[config.mk]
export PLATFORM = sky130hd
export DESIGN_NAME = dac_sample_sched
export DESIGN_NICKNAME = d
export VERILOG_FILES = /design/src/rtl/dac_pkg.sv /design/src/rtl/dac_sample_fifo.sv /design/src/rtl/dac_sample_sched.sv
export SDC_FILE = /design/constraint.sdc
export NUM_CORES = 1
export LEC_CHECK = 0
export ABC_AREA = 0
export ABC_CLOCK_PERIOD_IN_PS = 6100
export CORE_MARGIN = 8
export CORE_UTILIZATION = 55
export DETAILED_ROUTE_END_ITERATION = 8
export GPL_TIMING_DRIVEN = 0
export PLACE_DENSITY = 0.88
export SYNTH_ARGS = -nofsm -noshare
export SYNTH_HDL_FRONTEND = slang
export SYNTH_SLANG_ARGS = --single-unit
[constraint.sdc]
create_clock -name CLK -period 6.1 [get_ports CLK]
set_clock_uncertainty 0.1 [all_clocks]
set_input_delay 0.61 -clock CLK [delete_from_list [all_inputs] [get_ports CLK]]
set_output_delay 0.61 -clock CLK [all_outputs]
set_load 0.1 [all_outputs]
[src/rtl/dac_pkg.sv]
// rtl/dac_pkg.sv - shared DAC code width, code type, scheduler states and slew helper
// Used by dac_sample_fifo and dac_sample_sched (slew helper used under DAC_SLEW_LIMIT_EN).
package dac_pkg;

  localparam int DAC_W = 8;
  localparam int DAC_MAX = (1 << DAC_W) - 1;

  typedef logic [DAC_W-1:0] dac_code_t;

  typedef enum logic [1:0] {
    ST_IDLE  = 2'd0,
    ST_PRIME = 2'd1,
    ST_RUN   = 2'd2
  } dac_state_t;

  // Move cur toward tgt by at most step, clamped to the DAC code range.
  function automatic dac_code_t slew_toward(input dac_code_t cur, input dac_code_t tgt,
                                            input int step);
    int c;
    int t;
    int n;
    c = int'(cur);
    t = int'(tgt);
    if (t > c + step) begin
      n = c + step;
    end else if (t < c - step) begin
      n = c - step;
    end else begin
      n = t;
    end
    if (n > DAC_MAX) n = DAC_MAX;
    if (n < 0) n = 0;
    return dac_code_t'(n);
  endfunction

endpackage

[src/rtl/dac_sample_fifo.sv]
// rtl/dac_sample_fifo.sv - sample FIFO with registered level, full/empty and show-ahead head
// Full is derived from the registered level, so a same-cycle pop never frees a slot early.
module dac_sample_fifo
  import dac_pkg::*;
#(
  parameter int DEPTH = 8
) (
  input  logic                   clk,
  input  logic                   rst,
  input  logic                   push,
  input  dac_code_t              push_data,
  input  logic                   pop,
  output dac_code_t              pop_data,
  output logic                   full,
  output logic                   empty,
  output logic [$clog2(DEPTH):0] level
);

  localparam int AW = $clog2(DEPTH);
  localparam logic [AW:0] DEPTH_L = (AW + 1)'(DEPTH);

  dac_code_t       mem [DEPTH];
  logic [AW-1:0]   wr_ptr;
  logic [AW-1:0]   rd_ptr;
  logic            do_push;
  logic            do_pop;

  assign full     = (level == DEPTH_L);
  assign empty    = (level == '0);
  assign do_push  = push && !full;
  assign do_pop   = pop && !empty;
  assign pop_data = mem[rd_ptr];

  // Pointers are exactly AW bits wide, so they wrap modulo DEPTH on their own.
  always_ff @(posedge clk or posedge rst) begin
    if (rst) begin
      wr_ptr <= '0;
      rd_ptr <= '0;
      level  <= '0;
    end else begin
      if (do_push) wr_ptr <= wr_ptr + 1'b1;
      if (do_pop)  rd_ptr <= rd_ptr + 1'b1;
      case ({do_push, do_pop})
        2'b10:   level <= level + 1'b1;
        2'b01:   level <= level - 1'b1;
        default: level <= level;
      endcase
    end
  end

  always_ff @(posedge clk) begin
    if (do_push) mem[wr_ptr] <= push_data;
  end

endmodule

[src/rtl/dac_sample_sched.sv]
// rtl/dac_sample_sched.sv - paced DAC sample scheduler: FIFO, rate divider, underrun flag
// Optional macro DAC_SLEW_LIMIT_EN limits each code change to SLEW_STEP.
module dac_sample_sched
  import dac_pkg::*;
#(
  parameter int FIFO_DEPTH = 8,
  parameter int DIV_W      = 16,
  parameter int SLEW_STEP  = 16
) (
  input  logic                        CLK,
  input  logic                        RST,
  input  logic                        EN,
  input  logic [DIV_W-1:0]            RATE_DIV,
  input  logic                        S_VALID,
  output logic                        S_READY,
  input  dac_code_t                   S_DATA,
  output dac_code_t                   DAC_CODE,
  output logic                        DAC_UPDATE,
  output logic                        UNDERRUN,
  input  logic                        CLR_UNDERRUN,
  output logic [$clog2(FIFO_DEPTH):0] FIFO_LEVEL,
  output logic                        BUSY
);

  dac_state_t       state;
  dac_state_t       state_next;
  logic [DIV_W-1:0] cnt;
  logic             tick;
  logic             pop;
  logic             full;
  logic             empty;
  dac_code_t        head;
  dac_code_t        code_next;

  dac_sample_fifo #(
    .DEPTH(FIFO_DEPTH)
  ) u_fifo (
    .clk      (CLK),
    .rst      (RST),
    .push     (S_VALID),
    .push_data(S_DATA),
    .pop      (pop),
    .pop_data (head),
    .full     (full),
    .empty    (empty),
    .level    (FIFO_LEVEL)
  );

  assign S_READY = !full;

  always_ff @(posedge CLK or posedge RST) begin
    if (RST) state <= ST_IDLE;
    else     state <= state_next;
  end

  always_comb begin
    state_next = state;
    if (!EN) begin
      state_next = ST_IDLE;
    end else begin
      case (state)
        ST_IDLE:  state_next = ST_PRIME;
        ST_PRIME: if (!empty) state_next = ST_RUN;
        ST_RUN:   state_next = ST_RUN;
        default:  state_next = ST_IDLE;
      endcase
    end
  end

  always_comb begin
    BUSY = (state == ST_RUN);
    tick = BUSY && (cnt >= RATE_DIV);
    pop  = tick && !empty;
  end

  // Counter only runs while RUN persists; entering or leaving RUN leaves it at zero.
  always_ff @(posedge CLK or posedge RST) begin
    if (RST) begin
      cnt <= '0;
    end else if (state == ST_RUN && state_next == ST_RUN) begin
      cnt <= tick ? '0 : cnt + 1'b1;
    end else begin
      cnt <= '0;
    end
  end

`ifdef DAC_SLEW_LIMIT_EN
  assign code_next = slew_toward(DAC_CODE, head, SLEW_STEP);
`else
  assign code_next = head;
`endif

  always_ff @(posedge CLK or posedge RST) begin
    if (RST) begin
      DAC_CODE   <= '0;
      DAC_UPDATE <= 1'b0;
    end else begin
      DAC_UPDATE <= pop;
      if (pop) DAC_CODE <= code_next;
    end
  end

  // An underrun in the same cycle as a clear request keeps the flag set.
  always_ff @(posedge CLK or posedge RST) begin
    if (RST) begin
      UNDERRUN <= 1'b0;
    end else if (tick && empty) begin
      UNDERRUN <= 1'b1;
    end else if (CLR_UNDERRUN) begin
      UNDERRUN <= 1'b0;
    end
  end

endmodule

==> results of run 1 <==
## power by group
part	total (mW)	switching [mW]	leakage [nW]	internal, mW
clock	0.395	0.241	0.0935	0.154
combinational	0.375	0.257	0.929	0.118
sequential	0.875	0.0463	1.10	0.828
total	1.64	0.545	2.12	1.10
## kinds of logic (layout without fill, tap and decap cells)
family | after synthesis | in the layout | share of synthesized area
compound gates | 18 | 18 | 0.0266
xor+xnor | 21 | 21 | 0.0402
flops | 102 | 102 | 0.629
buf+inv | 31 | 92 | 0.0276
simple gates | 76 | 76 | 0.0827
mux | 34 | 34 | 0.130
fa+ha+maj | 23 | 23 | 0.0646
## synth_stat cells
library cell	count	area, um^2
nor2_1	28	105
o311a_1	1	10.0
clkbuf_1	3	11.3
or2b_2	1	8.76
buf_2	2	10.0
inv_1	24	90.1
mux4_2	16	360
a21o_1	1	7.51
o21ai_0	5	25.0
xor2_1	11	96.3
a311oi_1	1	8.76
a211oi_1	1	7.51
nand3_1	9	45.0
o21a_1	2	15.0
edfxtp_1	64	1920
dfrtp_1	38	951
a2111oi_0	1	8.76
a311o_1	1	10.0
a21oi_1	3	15.0
buf_6	1	11.3
nand4b_1	1	8.76
ha_1	22	275
nor3_1	3	15.0
nand2b_4	1	13.8
and2_1	2	12.5
mux2_4	8	120
mux2_2	10	113
nor2b_1	1	6.26
nand2b_1	3	18.8
o211ai_1	1	7.51
xnor2_1	10	87.6
or3_1	1	6.26
o22ai_1	1	6.26
and3_1	6	37.5
buf_1	1	3.75
nand2_1	13	48.8
and4_1	3	26.3
nand4_1	3	18.8
fa_1	1	20.0
or2_2	1	6.26
## layout make-up
class,instances,area (um^2),share of cell area
sequential,102,2870,0.539
inverter,24,90.1,0.0169
clock buffer,9,124,0.0232
multi-input combinational,172,1570,0.295
timing repair buffer,45,448,0.0841
clock inverter,7,55.1,0.0103
buffer,7,36.3,0.00681
tap,105,131,0.0247
## flip-flops by register name (all words and copies together) (netlist names)
name and count:
u_fifo.level 4, DAC_CODE 8, u_fifo.wr_ptr 3, cnt 16, u_fifo.mem 64, UNDERRUN 1
u_fifo.rd_ptr 3, DAC_UPDATE 1, state 2
## worst max-delay path, stage by stage
cell             delay (ns)
clkdlybuf4s50_1        0.45
inv_1                  0.04
ha_1                   0.28
and4_1                 0.26
nand4_1                0.11
or3_1                  0.43
a311o_1                0.40
nand2b_4               0.16
buf_6                  0.16
inv_1                  0.08
ha_1                   0.21
ha_1                   0.26
a21o_1                 0.18
a21oi_1                0.17
xnor2_1                0.14
nor2_1                 0.07
xor2_1                 0.14
## per-layer routing
| layer | wire length [um] | up-vias | share of wire |
|---|---|---|---|
| met1 | 3560 | 1324 | 0.41 |
| met5 | 0 | - | 0 |
| met4 | 123 | 0 | 0.014 |
| li1 | - | 1227 | - |
| met2 | 4580 | 74 | 0.52 |
| met3 | 473 | 9 | 0.054 |
## per-stage QoR
step                      cells  worst slack [ns]
after floorplan             305              2.50
after global placement      454              1.81
after detailed placement    454              1.74
after CTS                   470              2.12
after global routing        471              1.96
final                       471              2.09
## final timing paths
kind / start / to / depth (start not counted)
max: RATE_DIV[13] / u_fifo.level[3]$_DFFE_PP0P_ / 17
min: cnt[0]$_DFF_PP0_ / cnt[0]$_DFF_PP0_ / 1
max reg2reg: cnt[6]$_DFF_PP0_ / u_fifo.level[3]$_DFFE_PP0P_ / 15
min reg2reg: cnt[0]$_DFF_PP0_ / cnt[0]$_DFF_PP0_ / 1
max in group asynchronous: RST / cnt[4]$_DFF_PP0_ / 2
min in group asynchronous: RST / u_fifo.wr_ptr[2]$_DFFE_PP0P_ / 2
==> impl_metrics.json, run 1 <==
{
  "core_area_mm2": 0.00813,
  "final_cell_mix": "edfxtp_1 (64), clkdlybuf4s50_1 (44), dfrtp_1 (38)",
  "r2r_setup_slack_ns": 2.37,
  "cp-end-kind": "flip-flop",
  "fmax_mhz": 249,
  "critPathMaxFanout": 10,
  "final_nets": 413,
  "grt_pass1_wl_um": 13800,
  "clock-root-buffer": "clkbuf_8",
  "post_drt_wl_per_cell_um": 18.5,
  "gr-usage-all-layers": 0.159,
  "fin_crit_sh": 0.657,
  "io_pins": 45,
  "clock_latency_ns": 0.36,
  "nFillCells": 570,
  "required_ns": 6.25,
  "synth_nets": 357,
  "status": "complete, no violations",
  "final_util": 0.655,
  "ir_worst_vdd_mv": 0.174,
  "gp_congestion": 0.765,
  "relSlewSlack": 0.178,
  "grt_use_met1": 0.184,
  "routed_wl_um": 8730,
  "area_delta_synth_final_pct": 16.6,
  "grt_pass1_vias": 2726,
  "powerDensity_mw_per_mm2": 309,
  "rows": 33,
  "ys_seq_elements": 102,
  "use_met2": 0.277,
  "post-route-min-period_ns": 4.01,
  "fp.dieW_um": 107,
  "total_power_mw": 1.64,
  "cts_tree": "done",
  "drtIter0Drc": 164,
  "drive_above_1_share": 0.156,
  "cp-start-kind": "input pin",
  "grt_max_degree": 39,
  "synthDistinctLibCells": 40,
  "design_area_mm2": 0.00533,
  "drtAntennaViolNets": 0,
  "ys_warn_count": 0,
  "tightestPinTransition_ns": 1.22,
  "drt-vias-per-instance": 5.59,
  "hold_ws_ns": 0.386,
  "place_area_mm2": 0.00514,
  "via_count": 2634,
  "dieArea_mm2": 0.0115,
  "start_util": 0.562,
  "final.setup.tns_ns": 0,
  "dp_hpwl_um": 5970,
  "antenna_found_initial": 0,
  "leakage_nw": 2.12,
  "hold_violations": 0,
  "first_pass_iters": 4,
  "diodes": 0,
  "htreeDepth": 3,
  "postCtsHoldBufs": 0,
  "critical_path_class": "input pin to flip-flop",
  "clock_path_buffers": 2,
  "grt_busiest_layer": "met2",
  "cp.arrival_ns": 4.16,
  "numCtsBuffers": 9,
  "hold_class": "flip-flop to flip-flop",
  "overflow": 0,
  "setup_viol": 0,
  "path_clk_slew_ns": 0.09,
  "gr-usage-met3": 0.0408,
  "drcViolationCount": 0,
  "cts.sinks": 102,
  "mostFrequentLayoutCell": "edfxtp_1",
  "syn-cell-area_mm2": 0.00457,
  "cts_setup_buffers": 0,
  "syn_inst": 305,
  "io_buffers": 44,
  "cts-resized-gates": 0,
  "die_h_um": 107,
  "syn-mean-instance-area_um2": 15.0,
  "ys_seq_area_frac": 0.629,
  "rsz0062_at_grt": "false",
  "slew_viol_final": 0,
  "max_cap_viol_count": 0
}
Power figures use the tool's default switching activity.
==> inputs of run 2 (changes only) <==
--- a/config.mk
+++ b/config.mk
@@ -6,7 +6,7 @@
 export NUM_CORES = 1
 export LEC_CHECK = 0
 export ABC_AREA = 0
-export ABC_CLOCK_PERIOD_IN_PS = 6100
+export ABC_CLOCK_PERIOD_IN_PS = 4000
 export CORE_MARGIN = 8
 export CORE_UTILIZATION = 55
 export DETAILED_ROUTE_END_ITERATION = 8
==> constraint.sdc (replaced) <==
create_clock -name CLK -period 4 [get_ports CLK]
set_clock_uncertainty 0.1 [all_clocks]
set_input_delay 0.4 -clock CLK [delete_from_list [all_inputs] [get_ports CLK]]
set_output_delay 0.4 -clock CLK [all_outputs]
set_load 0.1 [all_outputs]
==> results of run 2 <==
The final DEF is identical to that of run 1. Status: complete, no violations.
Main changes from that run: setup slack after placement 1.74 ns -> -0.155 ns; setup slack after layout 2.09 ns -> 0.200 ns; register-to-register setup slack 2.37 ns -> 0.27 ns; total power 1.64 mW -> 2.51 mW; worst IR drop on VDD 0.174 mV -> 0.266 mV
